[config.mk]
export PLATFORM = sky130hd
export DESIGN_NAME = dmem_arbiter_flat
export DESIGN_NICKNAME = d
export VERILOG_FILES = /design/src/rtl/dmem_pkg.sv /design/src/rtl/dmem_arbiter_if.sv /design/src/rtl/rr_burst_arb.sv /design/src/rtl/dmem_arbiter.sv /design/src/flat_wrapper.sv
export SDC_FILE = /design/constraint.sdc
export NUM_CORES = 1
export LEC_CHECK = 0
export ABC_CLOCK_PERIOD_IN_PS = 2300
export BUFFER_PORTS_ARGS = -buffer_cell sky130_fd_sc_hd__buf_2
export CAP_MARGIN = 0
export CORE_AREA = 4 4 181 95
export CTS_CLUSTER_SIZE = 12
export DETAILED_ROUTE_END_ITERATION = 12
export DIE_AREA = 0 0 185 99
export PLACE_DENSITY = 0.69
export SYNTH_ARGS = -nofsm -noshare
export SYNTH_HDL_FRONTEND = slang
export SYNTH_SLANG_ARGS = --single-unit
[constraint.sdc]
create_clock -name clk -period 2.3 [get_ports clk]
set_input_delay 0.115 -clock clk [delete_from_list [all_inputs] [get_ports clk]]
set_output_delay 0.115 -clock clk [all_outputs]
set_load 0.05 [all_outputs]
[src/rtl/dmem_pkg.sv]
`default_nettype none
// ============================================================================
// Package : dmem_pkg
// Brief   : Shared types and constants for the data-memory arbiter.
// Rev     : 1.0 - initial release
// ============================================================================
package dmem_pkg;

    // Arbiter ownership states
    typedef enum logic [1:0] {
        ST_IDLE = 2'd0,
        ST_OWN0 = 2'd1,
        ST_OWN1 = 2'd2
    } arb_state_t;

    // Requester indices (1 bit: also used as the stored "last owner")
    localparam logic C_PORT0 = 1'b0;  // core load/store unit
    localparam logic C_PORT1 = 1'b1;  // loader / debug DMA

endpackage
`default_nettype wire

[src/rtl/dmem_arbiter_if.sv]
`default_nettype none
// ============================================================================
// Interface : dmem_arbiter_if
// Brief     : Requester handshakes and memory-side bus of the data-memory
//             arbiter. slave = arbiter side, master = environment side.
// Rev       : 1.0 - initial release
// ============================================================================
interface dmem_arbiter_if #(
    parameter int DATA_WIDTH = 32
);
    logic                  req0;
    logic                  req1;
    logic                  we0;
    logic                  we1;
    logic [DATA_WIDTH-1:0] addr0;
    logic [DATA_WIDTH-1:0] addr1;
    logic [DATA_WIDTH-1:0] wd0;
    logic [DATA_WIDTH-1:0] wd1;
    logic                  gnt0;
    logic                  gnt1;
    logic                  rvalid0;
    logic                  rvalid1;
    logic                  rerr0;
    logic                  rerr1;
    logic [DATA_WIDTH-1:0] rdata0;
    logic [DATA_WIDTH-1:0] rdata1;
    logic [DATA_WIDTH-1:0] mem_addr;
    logic                  mem_we;
    logic [DATA_WIDTH-1:0] mem_wd;
    logic [DATA_WIDTH-1:0] mem_rd;

    modport slave (
        input  req0, req1, we0, we1, addr0, addr1, wd0, wd1, mem_rd,
        output gnt0, gnt1, rvalid0, rvalid1, rerr0, rerr1, rdata0, rdata1,
               mem_addr, mem_we, mem_wd
    );

    modport master (
        output req0, req1, we0, we1, addr0, addr1, wd0, wd1, mem_rd,
        input  gnt0, gnt1, rvalid0, rvalid1, rerr0, rerr1, rdata0, rdata1,
               mem_addr, mem_we, mem_wd
    );

endinterface
`default_nettype wire

[src/rtl/rr_burst_arb.sv]
`default_nettype none
// ============================================================================
// Module : rr_burst_arb
// Brief  : Two-port round-robin arbiter with burst ownership. The owner keeps
//          the grant while it requests, but yields after MAX_BURST consecutive
//          grants if the other port is waiting.
// Rev    : 1.0 - initial release
// ============================================================================
module rr_burst_arb
    import dmem_pkg::*;
#(
    parameter int MAX_BURST = 4
) (
    input  logic       clk,
    input  logic       rst,
    input  logic [1:0] req,
    output logic [1:0] gnt
);

    localparam int                CNT_W = $clog2(MAX_BURST + 1);
    localparam logic [CNT_W-1:0]  C_MAX = CNT_W'(MAX_BURST);
    localparam logic [CNT_W-1:0]  C_ONE = CNT_W'(1);

    arb_state_t       r_state;
    arb_state_t       w_state_nxt;
    logic             r_last;
    logic             w_last_nxt;
    logic [CNT_W-1:0] r_cnt;
    logic [CNT_W-1:0] w_cnt_nxt;

    // State, last-owner and burst counter registers; last=1 lets port 0 win the first tie
    always_ff @(posedge clk or negedge rst) begin
        if (!rst) begin
            r_state <= ST_IDLE;
            r_last  <= C_PORT1;
            r_cnt   <= '0;
        end else begin
            r_state <= w_state_nxt;
            r_last  <= w_last_nxt;
            r_cnt   <= w_cnt_nxt;
        end
    end

    // Next-state and grant decode; grants are forced low while reset is held
    always_comb begin
        w_state_nxt = r_state;
        w_last_nxt  = r_last;
        w_cnt_nxt   = r_cnt;
        gnt         = 2'b00;

        case (r_state)
            ST_IDLE: begin
                if (req[C_PORT0] && (!req[C_PORT1] || r_last == C_PORT1)) begin
                    gnt[C_PORT0] = 1'b1;
                    w_state_nxt  = ST_OWN0;
                    w_cnt_nxt    = C_ONE;
                end else if (req[C_PORT1]) begin
                    gnt[C_PORT1] = 1'b1;
                    w_state_nxt  = ST_OWN1;
                    w_cnt_nxt    = C_ONE;
                end
            end

            ST_OWN0: begin
                w_last_nxt = C_PORT0;
                if (req[C_PORT0] && (!req[C_PORT1] || r_cnt < C_MAX)) begin
                    gnt[C_PORT0] = 1'b1;
                    if (r_cnt < C_MAX) begin
                        w_cnt_nxt = r_cnt + C_ONE;
                    end
                end else if (req[C_PORT1]) begin
                    gnt[C_PORT1] = 1'b1;
                    w_state_nxt  = ST_OWN1;
                    w_cnt_nxt    = C_ONE;
                end else begin
                    w_state_nxt  = ST_IDLE;
                    w_cnt_nxt    = '0;
                end
            end

            ST_OWN1: begin
                w_last_nxt = C_PORT1;
                if (req[C_PORT1] && (!req[C_PORT0] || r_cnt < C_MAX)) begin
                    gnt[C_PORT1] = 1'b1;
                    if (r_cnt < C_MAX) begin
                        w_cnt_nxt = r_cnt + C_ONE;
                    end
                end else if (req[C_PORT0]) begin
                    gnt[C_PORT0] = 1'b1;
                    w_state_nxt  = ST_OWN0;
                    w_cnt_nxt    = C_ONE;
                end else begin
                    w_state_nxt  = ST_IDLE;
                    w_cnt_nxt    = '0;
                end
            end

            default: begin
                w_state_nxt = ST_IDLE;
                w_cnt_nxt   = '0;
            end
        endcase

        // A grant during reset would let a write slip through at release
        if (!rst) begin
            gnt = 2'b00;
        end
    end

endmodule
`default_nettype wire

[src/rtl/dmem_arbiter.sv]
`default_nettype none
// ============================================================================
// Module : dmem_arbiter
// Brief  : Shares a single-port data memory between the core LSU (port 0)
//          and the loader/debug DMA (port 1). Drives the memory address /
//          write bus from the granted port and returns a registered response
//          one cycle after each grant.
// Rev    : 1.0 - initial release
// ============================================================================
module dmem_arbiter
    import dmem_pkg::*;
#(
    parameter int DATA_WIDTH = 32,
    parameter int DEPTH      = 106,
    parameter int MAX_BURST  = 4
) (
    input  logic          clk,
    input  logic          rst,
    dmem_arbiter_if.slave bus
);

    localparam logic [DATA_WIDTH-1:0] C_DEPTH = DATA_WIDTH'(DEPTH);

    logic [1:0] w_req;
    logic [1:0] w_gnt;
    logic       w_in_range0;
    logic       w_in_range1;

    assign w_req       = {bus.req1, bus.req0};
    assign w_in_range0 = (bus.addr0 < C_DEPTH);
    assign w_in_range1 = (bus.addr1 < C_DEPTH);

    rr_burst_arb #(
        .MAX_BURST (MAX_BURST)
    ) u_arb (
        .clk (clk),
        .rst (rst),
        .req (w_req),
        .gnt (w_gnt)
    );

    assign bus.gnt0 = w_gnt[C_PORT0];
    assign bus.gnt1 = w_gnt[C_PORT1];

    // Memory bus mux: port 0 address is presented when idle; out-of-range writes are dropped
    always_comb begin
        bus.mem_addr = bus.addr0;
        bus.mem_wd   = bus.wd0;
        bus.mem_we   = 1'b0;
        if (w_gnt[C_PORT1]) begin
            bus.mem_addr = bus.addr1;
            bus.mem_wd   = bus.wd1;
            bus.mem_we   = bus.we1 & w_in_range1;
        end else if (w_gnt[C_PORT0]) begin
            bus.mem_we   = bus.we0 & w_in_range0;
        end
    end

    // Port 0 response: one-cycle pulse; read data captured, write leaves rdata untouched
    always_ff @(posedge clk or negedge rst) begin
        if (!rst) begin
            bus.rvalid0 <= 1'b0;
            bus.rerr0   <= 1'b0;
            bus.rdata0  <= '0;
        end else begin
            bus.rvalid0 <= w_gnt[C_PORT0];
            bus.rerr0   <= w_gnt[C_PORT0] & ~w_in_range0;
            if (w_gnt[C_PORT0] && !bus.we0) begin
                bus.rdata0 <= w_in_range0 ? bus.mem_rd : '0;
            end
        end
    end

    // Port 1 response: independent of port 0 so a switch can overlap the old owner's reply
    always_ff @(posedge clk or negedge rst) begin
        if (!rst) begin
            bus.rvalid1 <= 1'b0;
            bus.rerr1   <= 1'b0;
            bus.rdata1  <= '0;
        end else begin
            bus.rvalid1 <= w_gnt[C_PORT1];
            bus.rerr1   <= w_gnt[C_PORT1] & ~w_in_range1;
            if (w_gnt[C_PORT1] && !bus.we1) begin
                bus.rdata1 <= w_in_range1 ? bus.mem_rd : '0;
            end
        end
    end

endmodule
`default_nettype wire

[src/flat_wrapper.sv]
// flat-port wrapper written by rule: the top's interface ports become plain ports
module dmem_arbiter_flat import dmem_pkg::*;
#(
    parameter int DATA_WIDTH = 32,
    parameter int DEPTH      = 106,
    parameter int MAX_BURST  = 4
)
  (clk, rst, bus_req0, bus_req1, bus_we0, bus_we1, bus_addr0, bus_addr1, bus_wd0, bus_wd1, bus_mem_rd, bus_gnt0, bus_gnt1, bus_rvalid0, bus_rvalid1, bus_rerr0, bus_rerr1, bus_rdata0, bus_rdata1, bus_mem_addr, bus_mem_we, bus_mem_wd);
  dmem_arbiter_if #(.DATA_WIDTH(DATA_WIDTH)) bus_i ();
  input  logic clk;
  input  logic rst;
  input wire logic [$bits(bus_i.req0)-1:0] bus_req0;
  input wire logic [$bits(bus_i.req1)-1:0] bus_req1;
  input wire logic [$bits(bus_i.we0)-1:0] bus_we0;
  input wire logic [$bits(bus_i.we1)-1:0] bus_we1;
  input wire logic [$bits(bus_i.addr0)-1:0] bus_addr0;
  input wire logic [$bits(bus_i.addr1)-1:0] bus_addr1;
  input wire logic [$bits(bus_i.wd0)-1:0] bus_wd0;
  input wire logic [$bits(bus_i.wd1)-1:0] bus_wd1;
  input wire logic [$bits(bus_i.mem_rd)-1:0] bus_mem_rd;
  output wire logic [$bits(bus_i.gnt0)-1:0] bus_gnt0;
  output wire logic [$bits(bus_i.gnt1)-1:0] bus_gnt1;
  output wire logic [$bits(bus_i.rvalid0)-1:0] bus_rvalid0;
  output wire logic [$bits(bus_i.rvalid1)-1:0] bus_rvalid1;
  output wire logic [$bits(bus_i.rerr0)-1:0] bus_rerr0;
  output wire logic [$bits(bus_i.rerr1)-1:0] bus_rerr1;
  output wire logic [$bits(bus_i.rdata0)-1:0] bus_rdata0;
  output wire logic [$bits(bus_i.rdata1)-1:0] bus_rdata1;
  output wire logic [$bits(bus_i.mem_addr)-1:0] bus_mem_addr;
  output wire logic [$bits(bus_i.mem_we)-1:0] bus_mem_we;
  output wire logic [$bits(bus_i.mem_wd)-1:0] bus_mem_wd;
  assign bus_i.req0 = bus_req0;
  assign bus_i.req1 = bus_req1;
  assign bus_i.we0 = bus_we0;
  assign bus_i.we1 = bus_we1;
  assign bus_i.addr0 = bus_addr0;
  assign bus_i.addr1 = bus_addr1;
  assign bus_i.wd0 = bus_wd0;
  assign bus_i.wd1 = bus_wd1;
  assign bus_i.mem_rd = bus_mem_rd;
  assign bus_gnt0 = bus_i.gnt0;
  assign bus_gnt1 = bus_i.gnt1;
  assign bus_rvalid0 = bus_i.rvalid0;
  assign bus_rvalid1 = bus_i.rvalid1;
  assign bus_rerr0 = bus_i.rerr0;
  assign bus_rerr1 = bus_i.rerr1;
  assign bus_rdata0 = bus_i.rdata0;
  assign bus_rdata1 = bus_i.rdata1;
  assign bus_mem_addr = bus_i.mem_addr;
  assign bus_mem_we = bus_i.mem_we;
  assign bus_mem_wd = bus_i.mem_wd;
  dmem_arbiter #(.DATA_WIDTH(DATA_WIDTH), .DEPTH(DEPTH), .MAX_BURST(MAX_BURST)) u_core (.clk(clk), .rst(rst), .bus(bus_i));
endmodule
=== Word-level counts from Yosys, hierarchy flattened ===
Index checks and enable logic that the tools add are counted.

* Magnitude comparators: 3
* Reduce and logical (&&, ||, !) cells: 15
* Eq/ne operators: 5
* Add/sub/neg operators: 1
* Mux-type cells: 32
* Bitwise logic cells: 6

{| class="wikitable"
|+ Operators with widths
! kind !! count
|-
| 2-to-1 mux 32 bit || 4
|-
| less-than comparator 32 x 7 -> 1 bit (second input constant) || 2
|-
| 2-to-1 mux 3 bit || 5
|-
| 2-to-1 mux 1 bit || 13
|-
| 2-to-1 mux 2 bit || 6
|-
| case mux 2 bit (3 select lines) || 2
|-
| case mux 3 bit (3 select lines) || 1
|-
| logical AND 1 bit || 5
|-
| AND 1 bit || 4
|-
| zero test 1 bit || 4
|-
| inequality test 2 bit (second input constant) || 2
|-
| adder 3 x 1 -> 3 bit (second input constant) || 1
|-
| logical OR 1 bit || 3
|-
| less-than comparator 3 bit (second input constant) || 1
|-
| inequality test 3 bit (second input constant) || 1
|-
| AND reduction 3 bit || 1
|-
| equality test 2 x 1 -> 1 bit (second input constant) || 1
|-
| equality test 2 bit (second input constant) || 1
|-
| zero test 2 bit || 1
|-
| NOT 1 bit || 2
|-
| case mux 1 bit (2 select lines) || 1
|-
| nonzero test 2 bit || 1
|}

* Bits in registers: 74
* Output and inout bits: 135
* Word-level logic and storage cells: 71
* Input port bits: 166

=== Depth between registers and ports, before layout ===
Gate-level depths: netlist of run 1.

* Depth in word-level cells: 8
* Gate-level depth with buffers: 9
* Gate-level depth less buffers: 6

=== Modules after synthesis ===
Synthesis of run 1 repeated with hierarchy kept, for this count alone.

* Cells, all modules: 392
* Area, all modules: 4364.2 um^2

{| class="wikitable"
|+ Modules (own cells, without submodules)
! module !! cells an instance !! area each (um^2) !! instances
|-
| dmem_arbiter || 328 || 3814.9 || 1
|-
| rr_burst_arb || 64 || 549.3 || 1
|}

=== Worst setup path after synthesis of run 1 ===
No wires, ideal clock.

* Path type: register to register
* Start point: register u_core.u_arb.r_state[0]
* End point: register u_core.bus.rvalid0
* Stages on the path, launching flop included: 9
* Setup time: 0.203 ns
* Data required time: 2.097 ns
* Clock period less this slack: 2.355 ns
* Path slack: -0.055 ns
* Arrival: 2.152 ns
* Path through: dfrtp_1 inv_1 ha_1 buf_4 nor3_2 or3_1 buf_2 buf_2 nor2_1

* Word-level cells in the longest chain between the ends: 3
* Elaborated cells between the ends (all ways): 5

{| class="wikitable"
|+ Ends and longest elaborated chain
! what !! RTL line !! source
|-
| from (decl) || rr_burst_arb.sv:24 || <nowiki>arb_state_t r_state;</nowiki>
|-
| from (signal assigned) || rr_burst_arb.sv:38 || <nowiki>r_state <= w_state_nxt;</nowiki>
|-
| equality test 2 bit (tied with other cells) || rr_burst_arb.sv:51 || <nowiki>case (r_state)</nowiki>
|-
| case mux 2 bit (3 select lines) * || rr_burst_arb.sv:51 ||
|-
| 2-to-1 mux 2 bit * || rr_burst_arb.sv:105 || <nowiki>if (!rst) begin</nowiki>
|-
| via bus_gnt0 || flat_wrapper.sv:21 || <nowiki>output wire logic [$bits(bus_i.gnt0)-1:0] bus_gnt0;</nowiki>
|-
| to (signal assigned) || dmem_arbiter.sv:66 || <nowiki>bus.rvalid0 <= w_gnt[C_PORT0];</nowiki>
|-
| to (decl) || dmem_arbiter_if.sv:34 || <nowiki>output gnt0, gnt1, rvalid0, rvalid1, rerr0, rerr1, rdata0, rdata1,</nowiki>
|}

Mark *: on every way through the listed nets, which the timed path passes. The rest lies on a longest branch.
A chain may end at the register's enable or synchronous reset.

=== Final worst setup path of run 1 ===
* Start point: register u_core.u_arb.r_state[0]
* End point: output bus_mem_wd[29]

* Word-level cells in the longest chain between the ends: 4
* Elaborated cells between the ends (all ways): 6

{| class="wikitable"
|+ Ends and longest elaborated chain
! what !! RTL line !! source
|-
| equality test 2 bit (tied with other cells) || rr_burst_arb.sv:51 ||
|-
| case mux 2 bit (3 select lines) * || rr_burst_arb.sv:51 ||
|-
| 2-to-1 mux 2 bit * || rr_burst_arb.sv:105 ||
|-
| 2-to-1 mux 32 bit * || dmem_arbiter.sv:50 || <nowiki>if (w_gnt[C_PORT1]) begin</nowiki>
|-
| to (decl) || flat_wrapper.sv:31 || <nowiki>output wire logic [$bits(bus_i.mem_wd)-1:0] bus_mem_wd;</nowiki>
|}

Every way passes the cells marked *; elsewhere a longest branch is shown, timed or not.

==> results of run 1 <==
[power breakdown]
part,total [mW],leakage [nW],switching (mW),internal [mW]
logic,3.75,2.90,2.05,1.70
clock network,1.47,0.147,0.527,0.943
registers,1.43,1.02,0.0594,1.37
[worst min path at each step]
stage	slack, ns	end	from
final	0.02	u_core.bus.rdata0[13]$_DFFE_PN0P_	bus_mem_rd[13]
after detailed placement	-0.03	u_core.bus.rdata0[24]$_DFFE_PN0P_	rst
after global routing	0.02	u_core.bus.rdata0[13]$_DFFE_PN0P_	bus_mem_rd[13]
after global placement	-0.03	u_core.bus.rdata0[24]$_DFFE_PN0P_	rst
after floorplan	-0.18	u_core.bus.rdata0[0]$_DFFE_PN0P_	rst
after CTS	0.006	u_core.bus.rdata0[11]$_DFFE_PN0P_	bus_mem_rd[11]
[logic make-up after synthesis]
| kind of cell | Yosys count | share of synthesized area [%] |
|---|---|---|
| buffers and inverters | 44 | 6.46 |
| adder cells (fa/ha/maj) | 5 | 1.35 |
| XOR/XNOR | 1 | 0.189 |
| AO/OA/AOI/OAI | 119 | 22.5 |
| AND/OR/NAND/NOR | 77 | 10.5 |
| multiplexers | 69 | 19.0 |
| flip-flops | 74 | 40.0 |
[through the flow]
| step | power, mW | TNS (ns) |
|---|---|---|
| 2_1_floorplan | 3.46 | 0 |
| 3_3_place_gp | 4.07 | 0 |
| 3_5_place_dp | 4.12 | -0.00368 |
| 4_1_cts | 6.17 | -14.37 |
| 5_1_grt | 6.91 | -22.12 |
| 6_report | 6.65 | -15.53 |
[state kept, by name (all words and copies together) (netlist names)]
name                  count
u_core.bus.rdata0        32
u_core.u_arb.r_last       1
u_core.bus.rerr0          1
u_core.u_arb.r_state      2
u_core.bus.rdata1        32
u_core.bus.rvalid1        1
u_core.bus.rvalid0        1
u_core.u_arb.r_cnt        3
u_core.bus.rerr1          1
[routing by layer]
layer | vias up | wire length (µm)
li1 | 2194 | -
met1 | 2404 | 8280
met2 | 178 | 10300
met3 | 24 | 1120
met4 | 0 | 371
met5 | - | 0
[Yosys cell counts (2+ instances only)]
library cell / count / area share (%)
dfrtp_1: 73 / 39
mux2_2: 39 / 9.5
a22o_1: 32 / 6.1
and3_1: 32 / 4.3
a31o_1: 30 / 5.7
o31a_1: 30 / 5.7
mux2_4: 28 / 9.1
clkbuf_1: 15 / 1.2
nor4_1: 10 / 1.4
buf_2: 9 / 0.97
buf_6: 8 / 1.9
a21oi_1: 6 / 0.65
nand2_1: 6 / 0.49
nor2_1: 6 / 0.49
buf_4: 5 / 0.81
ha_1: 5 / 1.4
nand2b_1: 5 / 0.68
o21ai_0: 4 / 0.43
inv_1: 3 / 0.24
nor3_1: 3 / 0.32
a211oi_1: 2 / 0.32
a2bb2oi_1: 2 / 0.38
a311oi_2: 2 / 0.65
a31o_2: 2 / 0.38
buf_12: 2 / 0.86
mux2i_1: 2 / 0.43
nand3_1: 2 / 0.22
nand4_1: 2 / 0.27
nor3b_1: 2 / 0.32
o31a_2: 2 / 0.43
[critical path: stages (launching register included)]
cell,delay (ns)
dfrtp_1,0.41
inv_2,0.13
ha_4,0.18
nand2b_4,0.07
a31oi_4,0.19
and4bb_4,0.34
buf_12,0.15
buf_12,0.12
mux2_2,0.35
buf_6,0.16
[final cells by class]
type	instances	share of cell area, %
clock buffer	12	3.04
antenna	1	0.0322
timing repair buffer	360	33.5
multi-input combinational	273	35.3
inverter	3	0.145
tap	204	3.29
sequential	74	23.9
clock inverter	3	0.838
[repair_timing]
item	CTS	global route
cloned	2	9
resized for setup	131	60
pin swaps	4	36
hold buffers	1	0
setup buffers	10	23
endpoints found under the hold margin	9	0
setup endpoints to repair	67	99
==> impl_metrics.env, run 1 <==
export IMPL_outcome="finished with violations"
export IMPL_violations="negative setup slack"
export IMPL_met1_usage_pct=24.9
export IMPL_final_common_cell="buf_2"
export IMPL_rrSetupSlack_ns=-0.06
export IMPL_use_met3_pct=4.57
export IMPL_cts_made_buffers=9
export IMPL_ios=301
export IMPL_max_slew_worst_pin_slew_ns=0.855
export IMPL_totalWireLength_um=20100
export IMPL_antenna_found_initial=1
export IMPL_crit_start="u_core.u_arb.r_state[0]$_DFFE_PN0P_"
export IMPL_place_inst=880
export IMPL_hp_class="in2reg"
export IMPL_grt_pass1_vias=5157
export IMPL_p_leak_nw=4.07
export IMPL_setup_worst_path_class="reg2out"
export IMPL_hold_viol=0
export IMPL_detail_route_first_pass_iterations=4
export IMPL_worst_ep_arrival_time_ns=2.44
export IMPL_n_fill_cell=1402
export IMPL_viasPerCell=5.16
export IMPL_layout_drive_gt1_share_pct=64.6
export IMPL_rr_startpoint="u_core.u_arb.r_state[1]$_DFFE_PN0P_"
export IMPL_die_h_um=99
export IMPL_start_kind="register"
export IMPL_yosysUniqueCellTypes=50
export IMPL_synth_edff_count=0
export IMPL_rsz0062_at_grt="yes"
export IMPL_cts_clk_slew_worst_paths_ns=0.06
export IMPL_grt_total_usage_pct=20.2
export IMPL_avgSynthCellArea_um2=11.9
export IMPL_holdWs_ns=0.0161
export IMPL_dpl_instance_area_um2=6380
export IMPL_fin_util_pct=50.5
export IMPL_synth_seq_area_share_pct=40.0
export IMPL_initial_utilization_pct=30.1
export IMPL_fin_skew_ns=0.00249
export IMPL_drc=0
export IMPL_r2r_end="u_core.bus.rdata0[28]$_DFFE_PN0P_"
export IMPL_fmax_mhz=392
export IMPL_drv_slew=0
export IMPL_synth_cell_area_um2=4630
export IMPL_worstPathMaxFanout=7
export IMPL_drt_initial_drc_count=227
export IMPL_pre_cts_ws_ns=-0.00368
export IMPL_async_reset_ff_share_pct=100
export IMPL_layout_setup_ws_ns=-0.253
export IMPL_worst_setup_path_end_kind="output port"
export IMPL_cap_viol_max_count=0
export IMPL_dieArea_um2=18300
export IMPL_regArea_um2=1850
export IMPL_placementRows=32
export IMPL_cp_endpoint="bus_mem_wd[29]"
export IMPL_clk_path_buf_depth=2
export IMPL_finalSetupViolCount=89
export IMPL_vias=4800
export IMPL_instances_no_fill=930
export IMPL_drtAntennaViolNets=0
export IMPL_ys_ff_latch=74
export IMPL_worstRegToRegCells=11
export IMPL_die_x_um=185
export IMPL_cts_max_level=3
export IMPL_wire_per_inst_um=21.6
export IMPL_critPathRequiredTime_ns=2.18
export IMPL_peakVddDrop_mv=0.425
export IMPL_slew_headroom_pct=43.0
export IMPL_grt_use_met2_pct=35.5
export IMPL_multi_input_area_um2=2740
export IMPL_grt_pass1_wl_um=29300
export IMPL_ys_warn_count=0
export IMPL_syn2layout_area_growth_pct=67.7
export IMPL_cts_sinks=74
export IMPL_portBuffers=300
export IMPL_layout_min_cycle_time_ns=2.55
export IMPL_netlist_instances=389
export IMPL_hold_depth=2
export IMPL_syn_num_nets=560
export IMPL_place_hpwl_um=14200
export IMPL_cts_tree="yes"
export IMPL_clock_root_buffer="clkbuf_16"
export IMPL_core_area_um2=15400
export IMPL_p_per_area_nw_per_um2=856
export IMPL_grt_start_max_net_pins=66
export IMPL_fin_crit_sh_pct=111
export IMPL_synthFlopType="dfrtp_1"
export IMPL_gp_congestion=0.894
export IMPL_clock_latency_ns=0.33
export IMPL_final_cell_area_um2=7770
export IMPL_final_cell_mix="buf_2, dfrtp_1, mux2_4"
export IMPL_grt_overflow=0
export IMPL_top_usage_layer="met2"
export IMPL_fin_nets=892
(Power assumes the default switching activity.)
==> inputs of run 2 (changes only) <==
==> constraint.sdc (replaced) <==
create_clock -name clk -period 2.3 [get_ports clk]
set_input_delay 0.345 -clock clk [delete_from_list [all_inputs] [get_ports clk]]
set_output_delay 0.345 -clock clk [all_outputs]
set_load 0.05 [all_outputs]
==> run 2 against run 1 <==
Net effect:
- the flow still finishes with violations (negative setup slack)
- clock power shrank 9%
- cell area grew 1.8%
- register-to-register slack gained 0.05 ns
- total power shrank 0.87%
- core utilization grew 0.91 points
- die area is the same
- critical path type unchanged
- largest power group unchanged
==> impl_metrics.env, run 2 (synthesized netlist as in run 1, its figures left out) <==
export IMPL_cap_viol_max_count=0
export IMPL_gp_congestion=0.899
export IMPL_portBuffers=300
export IMPL_pre_cts_ws_ns=-0.148
export IMPL_antenna_found_initial=4
export IMPL_cts_tree="yes"
export IMPL_vias=4781
export IMPL_layout_drive_gt1_share_pct=64.9
export IMPL_worst_setup_path_end_kind="output port"
export IMPL_critPathRequiredTime_ns=1.96
export IMPL_tns_ns=-27.25
export IMPL_worstPathMaxFanout=7
export IMPL_grt_total_usage_pct=20.7
export IMPL_fin_nets=898
export IMPL_final_cell_mix="buf_2, dfrtp_1, buf_6"
export IMPL_hold_viol=0
export IMPL_switching_power_mw=2.68
export IMPL_peakVddDrop_mv=0.419
export IMPL_reg_top3="u_core.bus.rdata0 x32, u_core.bus.rdata1 x32, u_core.u_arb.r_cnt x3"
export IMPL_slew_headroom_pct=38.5
export IMPL_syn2layout_area_growth_pct=70.8
export IMPL_finalSetupViolCount=71
export IMPL_power_frac_comb_pct=58.2
export IMPL_cts_clk_slew_worst_paths_ns=0.07
export IMPL_drtAntennaViolNets=0
export IMPL_cts_sinks=74
export IMPL_fin_crit_sh_pct=120
export IMPL_rsz0062_at_grt="yes"
export IMPL_grt_start_max_net_pins=72
export IMPL_grt_overflow=0
export IMPL_seqPwrFrac_pct=21.5
export IMPL_clk_path_buf_depth=2
export IMPL_hp_class="in2reg"
export IMPL_place_hpwl_um=14100
export IMPL_grt_pass1_wl_um=30000
export IMPL_clock_root_buffer="clkbuf_16"
export IMPL_clock_latency_ns=0.33
export IMPL_p_leak_nw=4.11
export IMPL_wire_per_inst_um=21.1
export IMPL_p_int_mw=3.91
export IMPL_n_fill_cell=1338
export IMPL_layout_setup_ws_ns=-0.456
export IMPL_max_slew_worst_pin_slew_ns=0.923
export IMPL_violations="negative setup slack"
export IMPL_outcome="finished with violations"
export IMPL_drt_initial_drc_count=199
export IMPL_die_x_um=185
export IMPL_setup_worst_path_class="reg2out"
export IMPL_swShare_pct=40.6
export IMPL_core_area_um2=15400
export IMPL_fin_skew_ns=0.00607
export IMPL_p_total_mw=6.59
export IMPL_die_h_um=99
export IMPL_detail_route_first_pass_iterations=4
export IMPL_placementRows=32
export IMPL_place_inst=893
export IMPL_drc=0
export IMPL_drv_slew=0
export IMPL_dieArea_um2=18300
export IMPL_layout_min_cycle_time_ns=2.76
export IMPL_viasPerCell=5.09
export IMPL_grt_pass1_vias=5252
export IMPL_instances_no_fill=940
export IMPL_initial_utilization_pct=30.1
export IMPL_fin_util_pct=51.4
export IMPL_cts_made_buffers=9
export IMPL_cts_max_level=3
export IMPL_ios=301
export IMPL_p_per_area_nw_per_um2=833
export IMPL_regArea_um2=1850
export IMPL_p_clk_share_pct=20.3
export IMPL_final_common_cell="buf_2"
export IMPL_multi_input_area_um2=2680
export IMPL_fmax_mhz=363
export IMPL_start_kind="register"
export IMPL_totalWireLength_um=19900
export IMPL_worst_ep_arrival_time_ns=2.41
-- run 2: cell count changes in the layout (fill, tap and decap cells not counted), sizes merged --
cell	before	now
nor3	7	5
bufinv	2	0
inv	3	6
dlygate4sd3	1	2
diode	1	4
buf	353	363
clkbuf	18	12
clkinvlp	0	3
-- run 2: path summary, 6_finish.rpt --
| kind | slack [ns] | endpoint | from | cells after the start |
|---|---|---|---|---|
| min in group asynchronous | 0.29 | u_core.bus.rdata0[2]$_DFFE_PN0P_ | rst | 2 |
| setup reg to reg | -0.01 | u_core.bus.rdata0[28]$_DFFE_PN0P_ | u_core.u_arb.r_state[0]$_DFFE_PN0P_ | 12 |
| hold / removal | 0.25 | u_core.bus.rdata0[18]$_DFFE_PN0P_ | bus_mem_rd[18] | 2 |
| setup / recovery | -0.46 | bus_mem_wd[31] | u_core.u_arb.r_state[0]$_DFFE_PN0P_ | 9 |
| hold reg to reg | 0.50 | u_core.bus.rdata1[14]$_DFFE_PN0P_ | u_core.bus.rdata1[14]$_DFFE_PN0P_ | 1 |
| max in group asynchronous | 1.39 | u_core.bus.rdata1[29]$_DFFE_PN0P_ | rst | 2 |
-- run 2: final cells by class --
type                       instances  area share (%)
antenna                            4           0.127
multi-input combinational        271            33.9
clock inverter                     7           0.759
sequential                        74            23.4
inverter                           3           0.142
clock buffer                       9            2.85
timing repair buffer             368            35.6
tap                              204            3.23
-- run 2: repair_timing --
item	4_1_cts	5_1_grt
endpoints found under the hold margin	2	2
setup buffers	16	3
endpoints found under the setup margin	85	99
pin swaps	10	5
gates cloned	4	3
resized for setup	181	41
-- run 2: power by group through the flow --
stage	sequential [mW]	combinational [mW]	clock (mW)
4_1_cts	1.41	3.55	1.36
5_1_grt	1.42	4.01	1.42
3_5_place_dp	1.43	2.75	0
3_3_place_gp	1.43	2.72	0
2_1_floorplan	1.49	2.01	0
6_report	1.42	3.84	1.34
-- run 2: critical path, cell delays in order (launching register included) --
cell and delay (ns):
dfrtp_1 0.43, inv_2 0.13, ha_4 0.17, nand2b_4 0.06
a31oi_4 0.16, and4bb_4 0.30, buf_12 0.16, clkbuf_16 0.16
mux2_2 0.34, buf_6 0.16
-- run 2: per-layer routing --
layer | track usage [%] | share of wire (%) | vias up
met1 | 24.2 | 40 | 2379
li1 | - | - | 2201
met4 | 6.54 | 2.0 | 0
met5 | 0 | 0 | -
met3 | 4.35 | 4.7 | 28
met2 | 37.8 | 54 | 173
-- run 2: stage by stage --
step / area (µm²) / hold slack (ns)
2_1_floorplan: 4660 / 0.0494
3_3_place_gp: 6490 / 0.165
3_5_place_dp: 6490 / 0.169
4_1_cts: 7620 / -0.181
5_1_grt: 7910 / 0.258
6_report: 7910 / 0.253
